`config.mk`:
```
export PLATFORM = sky130hd
export DESIGN_NAME = gpio_bus_bridge
export DESIGN_NICKNAME = d
export VERILOG_FILES = /design/src/rtl/gpio_bridge_pkg.sv /design/src/rtl/gpio_addr_decode.sv /design/src/rtl/gpio_bus_bridge.sv
export SDC_FILE = /design/constraint.sdc
export NUM_CORES = 1
export LEC_CHECK = 0
export ABC_AREA = 1
export BUFFER_PORTS_ARGS = -buffer_cell sky130_fd_sc_hd__buf_4
export CAP_MARGIN = 40
export CORE_ASPECT_RATIO = 2
export CORE_MARGIN = 2
export CORE_UTILIZATION = 47
export CTS_CLUSTER_DIAMETER = 200
export DETAILED_ROUTE_END_ITERATION = 7
export GPL_TIMING_DRIVEN = 0
export HOLD_SLACK_MARGIN = 0.08
export PLACE_DENSITY = 0.86
export SYNTH_ARGS = -nofsm -noshare
export SYNTH_HDL_FRONTEND = slang
export SYNTH_SLANG_ARGS = --single-unit
```
`constraint.sdc`:
```
create_clock -name clk -period 2.6 [get_ports clk]
set_input_delay 0.13 -clock clk [delete_from_list [all_inputs] [get_ports clk]]
set_output_delay 0.13 -clock clk [all_outputs]
set_load 0.02 [all_outputs]
```
`src/rtl/gpio_bridge_pkg.sv`:
```
// Shared definitions for the GPIO bus bridge: FSM encoding, default
// address window and the pattern returned for a decode-error read.
package gpio_bridge_pkg;

   typedef enum logic [1:0] {
      S_IDLE   = 2'd0,
      S_ACCESS = 2'd1,
      S_WAIT   = 2'd2,
      S_RESP   = 2'd3
   } bridge_state_t;

   localparam logic [31:0] GPIO_BASE_ADDR_DEF = 32'h4000_0000;
   localparam logic [31:0] GPIO_ADDR_MASK_DEF = 32'hFFFF_FFF0;
   localparam logic [31:0] GPIO_ERR_PATTERN   = 32'hDEAD_BEEF;

endpackage

```
`src/rtl/gpio_addr_decode.sv`:
```
// Combinational window decode: word-aligned address inside BASE_ADDR/ADDR_MASK.
module gpio_addr_decode
   import gpio_bridge_pkg::*;
#(
   parameter logic [31:0] BASE_ADDR = GPIO_BASE_ADDR_DEF,
   parameter logic [31:0] ADDR_MASK = GPIO_ADDR_MASK_DEF
) (
   input  logic [31:0] addr,
   output logic        hit
);

   assign hit = ((addr & ADDR_MASK) == BASE_ADDR) && (addr[1:0] == 2'b00);

endmodule

```
`src/rtl/gpio_bus_bridge.sv`:
```
// Single-outstanding valid/ready to GPIO strobe bridge with fixed read latency.
// Optional decode-error reporting is enabled by defining GPIO_BRIDGE_ERR_EN.
module gpio_bus_bridge
   import gpio_bridge_pkg::*;
#(
   parameter logic [31:0] BASE_ADDR = GPIO_BASE_ADDR_DEF,
   parameter logic [31:0] ADDR_MASK = GPIO_ADDR_MASK_DEF,
   parameter int unsigned READ_LAT  = 1
) (
   input  logic        clk,
   input  logic        rst,
   input  logic        req_valid,
   output logic        req_ready,
   input  logic [31:0] req_addr,
   input  logic        req_we,
   input  logic [31:0] req_wdata,
   output logic        rsp_valid,
   input  logic        rsp_ready,
   output logic [31:0] rsp_rdata,
   output logic        rsp_err,
   output logic        sel,
   output logic        write_en,
   output logic        read_en,
   output logic [31:0] wdata,
   input  logic [31:0] rdata
);

   bridge_state_t state;
   logic          we_q;
   logic [2:0]    wait_cnt;
   logic          addr_hit;
   logic          accept;
   logic [31:0]   miss_rdata;

   gpio_addr_decode #(
      .BASE_ADDR (BASE_ADDR),
      .ADDR_MASK (ADDR_MASK)
   ) u_addr_decode (
      .addr (req_addr),
      .hit  (addr_hit)
   );

   assign accept = req_valid && req_ready;

`ifdef GPIO_BRIDGE_ERR_EN
   logic err_q;

   // Error flag is decided at accept time and held through RESP.
   always_ff @(posedge clk or posedge rst) begin
      if (rst) begin
         err_q <= 1'b0;
      end else if (state == S_IDLE && accept) begin
         err_q <= ~addr_hit;
      end
   end

   assign rsp_err    = err_q;
   assign miss_rdata = req_we ? 32'h0 : GPIO_ERR_PATTERN;
`else
   assign rsp_err    = 1'b0;
   assign miss_rdata = 32'h0;
`endif

   // All bus-facing outputs are registered; each branch sets the values
   // that belong to the state being entered.
   always_ff @(posedge clk or posedge rst) begin
      if (rst) begin
         state     <= S_IDLE;
         req_ready <= 1'b0;
         rsp_valid <= 1'b0;
         rsp_rdata <= 32'h0;
         sel       <= 1'b0;
         write_en  <= 1'b0;
         read_en   <= 1'b0;
         wdata     <= 32'h0;
         we_q      <= 1'b0;
         wait_cnt  <= 3'd0;
      end else begin
         write_en <= 1'b0;
         read_en  <= 1'b0;
         case (state)
            S_IDLE: begin
               if (accept) begin
                  req_ready <= 1'b0;
                  we_q      <= req_we;
                  wdata     <= req_wdata;
                  if (addr_hit) begin
                     state    <= S_ACCESS;
                     sel      <= 1'b1;
                     write_en <= req_we;
                     read_en  <= ~req_we;
                     if (req_we) begin
                        rsp_rdata <= 32'h0;
                     end
                  end else begin
                     state     <= S_RESP;
                     rsp_valid <= 1'b1;
                     rsp_rdata <= miss_rdata;
                  end
               end else begin
                  req_ready <= 1'b1;
               end
            end
            S_ACCESS: begin
               if (we_q) begin
                  state     <= S_RESP;
                  sel       <= 1'b0;
                  rsp_valid <= 1'b1;
               end else begin
                  state    <= S_WAIT;
                  wait_cnt <= 3'(READ_LAT - 1);
               end
            end
            S_WAIT: begin
               if (wait_cnt == 3'd0) begin
                  state     <= S_RESP;
                  sel       <= 1'b0;
                  rsp_valid <= 1'b1;
                  rsp_rdata <= rdata;
               end else begin
                  wait_cnt <= wait_cnt - 3'd1;
               end
            end
            S_RESP: begin
               if (rsp_ready) begin
                  state     <= S_IDLE;
                  rsp_valid <= 1'b0;
                  req_ready <= 1'b1;
               end
            end
            default: begin
               state     <= S_IDLE;
               sel       <= 1'b0;
               rsp_valid <= 1'b0;
               req_ready <= 1'b0;
            end
         endcase
      end
   end

endmodule
```
==> flow_summary.ini <==
[setup_path]
r2r_end = wdata[2]
crit_type = flip-flop to flip-flop
r2r_start = state[0]
max_stage_delay_ps = 460
path_cells = inv_1 > ha_1 > inv_2 > nor2_1 > inv_1 > clkbuf_1 > nand2_1 > nand2_1
start_kind = flip-flop
r2r_slack_ps = 240
cp-end-kind = flip-flop
path_delay_family = buffers and inverters
reg2regPathDepth = 8
cp_num_buf_inv = 4
cp_slowest_cell = nor2_1
cp_max_fo = 10
required_ps = 2800
arrival_ps = 2550

[clock_network]
clk_latency_ps = 330
postCtsSetupBuffers = 0
path_clk_slew_ps = 60
cts_htree_levels = 3
clock_sinks = 75
cts_max_path_buffers = 2
clock-root-buffer = clkbuf_16
cts_tree = yes
cts_made_buffers = 9

[yosys]
yosysTopAreaCellShare_pct = 51.2
ys_warn_count = 0
ys_seq_elements = 75
synth.cell_area_um2 = 3660
synth_nets = 601
synth_top_cell_by_area = dfrtp_1
syn_area_per_cell_um2 = 7.42
synth_edf_count = 0
synth_ff_type = dfrtp_1
synth_cell_types = 22
yosysSeqAreaShare_pct = 51.2
async_reset_ff_share_pct = 100
synth_top_cells_by_count = 230 x nand2_1, 75 x dfrtp_1, 64 x inv_1
synth_most_common_cell = nand2_1
synth_top_cells_by_area = dfrtp_1 51%, nand2_1 24%, inv_1 6.6%
synthCells = 494

[power]
p_leak_uw = 0.00341
power_frac_seq_pct = 30.1
combPwrFrac_pct = 51.9
power_density_nw_per_um2 = 1210
power_uw = 6880
peakVddDrop_uv = 678
p_sw_uw = 2970
clkPwrFrac_pct = 18.0
p_int_uw = 3910
p_sw_share_pct = 43.2

[worst_hold_path]
hold_end = rsp_rdata[19]
holdPathStages = 5
min_path_type = input pin to flip-flop
hold_start = rdata[19]

[place]
place_inst = 756
io_buffers = 167
detailed_place_hpwl_um = 7900
routabilityCongestion = 0.840

[sta]
clock.fmax_ghz = 0.425
slew_headroom_pct = 63.3
setup_viol = 0
rsz0062_at_grt = no
finClkSkew_ps = 8.34
slew_viol_final = 0
finalCritPeriodShare_pct = 90.6
tightest_slew_ps = 548
hold_viol_final = 0
post-route-min-period_ps = 2360

[routing]
vias = 3940
drt-wirelength-per-cell_um = 14.7
drtAntennaViolNets = 0
firstDrtPassIters = 4
via_per_inst = 4.89
drc = 0
dr.first_iter.drc_count = 261
wirelength_um = 11900

[cells_and_area]
layout-drive-gt1-share_pct = 28.4
diodes = 0
final_cells = 806
syn2layout_area_growth_pct = 55.6
fin_util_pct = 75.0
nNetsFinal = 814

[die]
core.rowCount = 45
ios = 171
die-area_um2 = 8560
die_y_um = 129
core_um2 = 7600
die_w_um = 66.4
start_util_pct = 48.2

[global_routing]
grt_antenna_before_repair = 0
overflow = 0
grt_start_max_net_pins = 42
grt_pass1_vias = 4146
grt_pass1_wl_um = 18400
grtUsageTotal_pct = 28.3

[run]
timing.max_cap.violations = 0

[status]
status = finished, final reports clean
## logic make-up after synthesis
family	count (synthesis)	share of synthesized area, %
compound gates	11	1.88
xor+xnor	1	0.239
flops	75	51.2
other cells	1	0.102
buf+inv	86	10.4
simple gates	314	34.1
fa+ha+maj	6	2.05
## cells in the final DEF (no fill, tap or decap)
master | Yosys | routed
clkinv_2 | 0 | 2
nand3_2 | 1 | 1
clkinvlp_4 | 0 | 1
conb_1 | 1 | 1
buf_4 | 1 | 168
nand3_1 | 36 | 36
buf_12 | 0 | 1
ha_1 | 6 | 6
nand2_1 | 230 | 230
bufinv_16 | 0 | 1
clkbuf_16 | 0 | 9
buf_2 | 3 | 3
a21oi_4 | 1 | 1
inv_2 | 2 | 2
or2_4 | 1 | 1
clkbuf_8 | 0 | 1
xnor2_1 | 1 | 1
a21oi_1 | 2 | 2
buf_6 | 7 | 7
nor3_1 | 1 | 1
clkinv_4 | 0 | 2
o21ai_0 | 7 | 7
o31ai_1 | 1 | 1
dlygate4sd3_1 | 0 | 34
inv_1 | 64 | 63
nand2_4 | 1 | 1
dfrtp_1 | 75 | 75
nand4_1 | 2 | 2
inv_4 | 0 | 1
clkbuf_1 | 9 | 9
nor2_1 | 42 | 42
## power by group through the flow
stage	clock [µW]	sequential, µW	combinational [µW]
floorplan	0	2610	1520
global placement	0	2020	3340
detailed placement	0	2040	3450
CTS	1250	2040	3520
global route	1300	2120	3910
finish	1240	2070	3570
## worst max path at each step
stage	start	slack [ps]	depth (start not counted)	end
4_1_cts	state[0]	310	8	wdata[22]
6_report	state[0]	240	8	wdata[2]
2_1_floorplan	rst	560	1	read_en
3_5_place_dp	state[0]	400	8	wdata[29]
5_1_grt	state[0]	50	8	wdata[2]
3_3_place_gp	rst	-250	2	rsp_rdata[21]
## what timing repair did
item / in CTS / in global routing
hold buffers: 34 / 0
hold endpoints to repair: 67 / 0
gates resized for setup: 0 / 0
## cell type report
class                      instances  area, µm²
clock buffer                      10        239
tap                               94        118
inverter                          66        250
buffer                            20        135
timing repair buffer             202       1610
fill                             509       1900
clock inverter                     6       65.1
sequential                        75       1880
multi-input combinational        333       1410
## sequential cells by signal, indices dropped and copies added, names as in the netlist
signal	cells
req_ready	1
wait_cnt	3
sel	1
rsp_valid	1
we_q	1
wdata	32
rsp_rdata	32
state	2
write_en	1
read_en	1
## worst register-to-register path: cells and delay by family, from the launching register on
kind          cells  cell delay [ps]
fa+ha+maj         1              320
buf+inv           4              790
flops             1              410
simple gates      3              720
## layer usage
layer / up-vias / global-route usage [%] / part of all wire, %
met2: 189 / 54.7 / 56
met4: 0 / 12.4 / 3.0
met1: 1827 / 26.8 / 35
met5: - / 0 / 0
li1: 1890 / - / -
met3: 34 / 6.82 / 6.8
## per-stage QoR
| step | instance area [µm²] | setup TNS (ps) | hold slack [ps] | worst slack, ps |
|---|---|---|---|---|
| floorplan | 3660 | 0 | 247 | 560 |
| global placement | 5040 | -18240 | 332 | -246 |
| detailed placement | 5060 | 0 | 180 | 400 |
| CTS | 5700 | 0 | 109 | 308 |
| global route | 5700 | 0 | 134 | 53.9 |
| finish | 5700 | 0 | 118 | 244 |
Power figures use the tool's default switching activity.
